**src/rtl/imem_loader.sv**
```systemverilog
// Instruction-memory boot loader: parses A5 / count / big-endian words (/ checksum) frames
// from a byte stream into sequential imem writes. Define IMEM_LOADER_CSUM_EN to enable the checksum byte.
module imem_loader #(
    parameter int ADDR_W = 10
) (
    input  logic              clk,
    input  logic              rst_n,
    input  logic              in_valid,
    input  logic [7:0]        in_data,
    output logic              in_ready,
    output logic              mem_we,
    output logic [ADDR_W-1:0] mem_addr,
    output logic [31:0]       mem_wdata,
    output logic              core_run,
    output logic              busy,
    output logic              error
);

    typedef enum logic [2:0] {
        IDLE,
        CNT_HI,
        CNT_LO,
        DATA,
        CSUM,
        DONE,
        ERR
    } state_t;

    state_t              state_reg, state_next;
    logic [7:0]          cnt_hi_reg;
    logic [15:0]         count_reg;
    logic [15:0]         word_idx_reg;
    logic [1:0]          byte_idx_reg;
    logic [23:0]         shift_reg;
    logic                in_ready_reg;
    logic                mem_we_reg;
    logic [ADDR_W-1:0]   mem_addr_reg;
    logic [31:0]         mem_wdata_reg;
    logic                core_run_reg;
    logic                busy_reg;
    logic                error_reg;
`ifdef IMEM_LOADER_CSUM_EN
    logic [7:0]          csum_reg;
`endif

    logic        accept;
    logic [15:0] count_in;
    logic        count_ok;
    logic        last_word_written;

    assign accept   = in_valid & in_ready_reg;
    assign count_in = {cnt_hi_reg, in_data};
    // A frame may fill the whole memory but never wrap past it.
    assign count_ok = (count_in != 16'd0) && (32'(count_in) <= (32'd1 << ADDR_W));
    // word_idx_reg already points past the word being written during the strobe cycle.
    assign last_word_written = mem_we_reg && (word_idx_reg == count_reg);

    always_comb begin
        state_next = state_reg;
        case (state_reg)
            IDLE, DONE, ERR: if (accept && in_data == 8'hA5) state_next = CNT_HI;
            CNT_HI:          if (accept) state_next = CNT_LO;
            CNT_LO:          if (accept) state_next = count_ok ? DATA : ERR;
`ifdef IMEM_LOADER_CSUM_EN
            DATA:            if (last_word_written) state_next = CSUM;
            CSUM:            if (accept) state_next = (in_data == csum_reg) ? DONE : ERR;
`else
            DATA:            if (last_word_written) state_next = DONE;
`endif
            default:         state_next = IDLE;
        endcase
    end

    always_ff @(posedge clk or negedge rst_n) begin
        if (!rst_n) begin
            state_reg     <= IDLE;
            cnt_hi_reg    <= '0;
            count_reg     <= '0;
            word_idx_reg  <= '0;
            byte_idx_reg  <= '0;
            shift_reg     <= '0;
            in_ready_reg  <= 1'b0;
            mem_we_reg    <= 1'b0;
            mem_addr_reg  <= '0;
            mem_wdata_reg <= '0;
            core_run_reg  <= 1'b0;
            busy_reg      <= 1'b0;
            error_reg     <= 1'b0;
`ifdef IMEM_LOADER_CSUM_EN
            csum_reg      <= '0;
`endif
        end else begin
            state_reg    <= state_next;
            core_run_reg <= (state_next == DONE);
            busy_reg     <= (state_next inside {CNT_HI, CNT_LO, DATA, CSUM});
            error_reg    <= (state_next == ERR);
            in_ready_reg <= 1'b1;
            mem_we_reg   <= 1'b0;
            if (accept) begin
                case (state_reg)
                    CNT_HI: cnt_hi_reg <= in_data;
                    CNT_LO: begin
                        count_reg    <= count_in;
                        word_idx_reg <= '0;
                        byte_idx_reg <= '0;
`ifdef IMEM_LOADER_CSUM_EN
                        csum_reg     <= '0;
`endif
                    end
                    DATA: begin
`ifdef IMEM_LOADER_CSUM_EN
                        csum_reg     <= csum_reg ^ in_data;
`endif
                        byte_idx_reg <= byte_idx_reg + 2'd1;
                        shift_reg    <= {shift_reg[15:0], in_data};
                        if (byte_idx_reg == 2'd3) begin
                            // Stall the stream for the strobe cycle so no byte arrives mid-write.
                            mem_we_reg    <= 1'b1;
                            in_ready_reg  <= 1'b0;
                            mem_addr_reg  <= ADDR_W'(word_idx_reg);
                            mem_wdata_reg <= {shift_reg, in_data};
                            word_idx_reg  <= word_idx_reg + 16'd1;
                        end
                    end
                    default: ;
                endcase
            end
        end
    end

    assign in_ready  = in_ready_reg;
    assign mem_we    = mem_we_reg;
    assign mem_addr  = mem_addr_reg;
    assign mem_wdata = mem_wdata_reg;
    assign core_run  = core_run_reg;
    assign busy      = busy_reg;
    assign error     = error_reg;

endmodule

```
**config.mk**
```make
export PLATFORM = sky130hd
export DESIGN_NAME = imem_loader
export DESIGN_NICKNAME = d
export VERILOG_FILES = /design/src/rtl/imem_loader.sv
export SDC_FILE = /design/constraint.sdc
export NUM_CORES = 1
export LEC_CHECK = 0
export CAP_MARGIN = 10
export CORE_MARGIN = 3
export CORE_UTILIZATION = 35
export CTS_CLUSTER_SIZE = 24
export DETAILED_ROUTE_END_ITERATION = 12
export PLACE_DENSITY = 0.56
export SYNTH_ARGS = -nofsm -noshare
export SYNTH_HDL_FRONTEND = slang
export SYNTH_SLANG_ARGS = --single-unit
```
**constraint.sdc**
```tcl
create_clock -name clk -period 1.78 [get_ports clk]
set_input_delay 0.534 -clock clk [delete_from_list [all_inputs] [get_ports clk]]
set_output_delay 0.534 -clock clk [all_outputs]
set_load 0.005 [all_outputs]
```
==> flow_metrics.tcl <==
set metrics [dict create \
    wl_um 11120 \
    synthDistinctLibCells 46 \
    maxSlewHeadroom 0.7713 \
    drc 0 \
    worstSetupPathType "in -> reg" \
    fillers 1203 \
    netlist_instances 398 \
    grt_pass1_vias 3561 \
    grt_overflow 0 \
    power_leakage_nw 3.246 \
    final_cell_area_sq_mm 0.006721 \
    clock_latency_ns 0.41 \
    numCtsBuffers 17 \
    die_x_um 124.6 \
    grt_max_degree 51 \
    die_h_um 124.6 \
    hold_violations 0 \
    max_cap_viol_count 0 \
    gp_congestion 0.8151 \
    instances_no_fill 701 \
    cts_tree "built" \
    initial_core_util 0.3646 \
    holdCritPathClass "reg -> reg" \
    worst_slack_ns 0.02122 \
    fin_skew_ns 0.008901 \
    nets 525 \
    end_kind "register" \
    drt_first_pass_iters 4 \
    required_ns 2.13 \
    timing.fmax_ghz 0.5686 \
    ys.flop_type "dfrtp_1" \
    grt_pass1_wl_um 18620 \
    cellPowerDensity_mw_per_mm2 1572 \
    wl_per_cell_um 15.86 \
    peakVddDrop_uv 690.1 \
    io_pins 58 \
    netlist_area_sq_mm 0.004925 \
    slew_viol_final 0 \
    rows 42 \
    core_sq_mm 0.01351 \
    largest_reg_flops 32 \
    hold_depth 2 \
    antenna_found_initial 0 \
    synth_fp_nets 411 \
    reg2reg_slack_ns 0.04 \
    path_clk_slew_ns 0.05 \
    rsz0062_at_grt "true" \
    critPathArrivalTime_ns 2.10 \
    cts_root_buf "clkbuf_16" \
    drtIter0Drc 160 \
    cts_buffer_depth 2 \
    seqCellArea_sq_mm 0.002903 \
    r2r_cells 5 \
    ys_ff_latch 116 \
    io_buffers 57 \
    htree_levels 4 \
    multiInputGateArea_sq_mm 0.001971 \
    placed_area_sq_mm 0.006038 \
    syn_avg_cell_area_sq_um 12.37 \
    track_usage 0.1499 \
    area_growth_pct 36.48 \
    ys_seq_area_frac 0.5894 \
    status "finished, final reports clean" \
    setup_viol 0 \
    place.detailed.hpwl_um 7911 \
    tns_ns 0 \
    vias 3362 \
    layout_min_cycle_time_ns 1.759 \
    synthArstFlopShare 1.000 \
    viasPerCell 4.796 \
    synth_edf_count 0 \
    power_w 0.01057 \
    cts_sinks 116 \
    drive_gt1_frac 0.2590 \
    ant_nets 0 \
    startpoint_type "input port" \
    die_area_sq_mm 0.01553 \
    worstPathMaxFanout 3 \
    worst_pin_slew_ns 0.3386 \
    ys_warn_count 0 \
    num_antenna_cells 0 \
    dp.cells 661 \
    post-route-period-util 0.9881 \
    dp_slack_ns -0.6047 \
]
[placed cells by master (no fill, tap or decap), types with 7 or more instances in the layout]
master,n
xnor2_1,24
mux2_1,42
dfrtp_1,116
nand3_1,7
nand4_1,10
buf_4,49
nand2_1,63
clkbuf_16,18
nor2_1,16
mux2_2,29
a21oi_1,7
dlygate4sd2_1,52
[worst max-delay path, cell delays in order]
cell and delay, ns:
dlygate4sd2_1 0.27, nor4_2 0.29, a31oi_1 0.13, or4b_4 0.52, a21oi_4 0.19, o211a_1 0.17
[cell families after synthesis]
kind of cell               synth area share
and+or+nand+nor                      0.1341
DFF                                  0.5894
muxes                                0.1623
xor gates and xnor gates            0.04980
AOI/OAI and AO/OA                   0.03583
buffers and inverters               0.02337
adders and majority gates          0.005080
[repair_timing]
| item | in CTS | in global routing |
|---|---|---|
| gates resized for setup | 58 | 14 |
| hold buffers | 1 | 0 |
| hold endpoints to repair | 14 | 0 |
| gates cloned | 0 | 1 |
| setup endpoints to repair | 53 | 86 |
| buffers inserted | 6 | 0 |
| pin swaps | 6 | 8 |
[power breakdown]
group	total [W]	internal, W	switching (W)
logic	0.00286	0.00165	0.00121
clock network	0.00345	0.00224	0.00121
registers	0.00425	0.00360	0.000656
[final cells by class]
class                           instances  share of cell area
Clock inverter                         12             0.02308
Timing Repair Buffer                  112              0.1489
Clock buffer                           20             0.06646
Inverter                                6            0.003723
Multi-Input combinational cell        259              0.2932
Sequential cell                       116              0.4319
Tap cell                              176             0.03276
[synthesized netlist by cell type, types with 3 or more instances]
library cell / number / share of area
xor2_1: 3 / 0.0053
a21oi_1: 7 / 0.0071
clkbuf_1: 6 / 0.0046
nor2_1: 17 / 0.013
nand3_1: 7 / 0.0071
inv_1: 5 / 0.0038
xnor2_1: 25 / 0.044
dfrtp_1: 116 / 0.59
mux2_2: 29 / 0.066
and2_1: 3 / 0.0038
nor3_1: 8 / 0.0081
nand4_1: 10 / 0.013
o21ai_0: 6 / 0.0061
o21ai_1: 3 / 0.0030
nand2_1: 64 / 0.049
or3_1: 3 / 0.0038
buf_2: 8 / 0.0081
mux2_1: 42 / 0.096
[metal layers]
layer / GRT usage / share of wire / up-vias / routed length [um]
met5: 0 / 0 / - / 0
met4: 0.05029 / 0.011 / 0 / 117
met3: 0.04117 / 0.039 / 8 / 435
met2: 0.2344 / 0.47 / 56 / 5264
met1: 0.2019 / 0.48 / 1691 / 5301
li1: - / - / 1607 / -
[worst paths after layout]
path | start | end
min | mem_addr[8] | mem_addr[8]
max in group asynchronous | rst_n | shift_reg[10]
min in group asynchronous | rst_n | mem_wdata[22]
max reg2reg | cnt_hi_reg[1] | busy
max | in_data[5] | busy
min reg2reg | mem_addr[8] | mem_addr[8]
[stage by stage]
step	hold WS, ns	utilization
after floorplan	0.2384	-
after global placement	0.4149	0.4471
after detailed placement	0.4198	0.4471
after CTS	0.4702	0.4917
after global routing	0.4922	0.4977
final	0.4659	0.4977
Power figures use the tool's default switching activity.
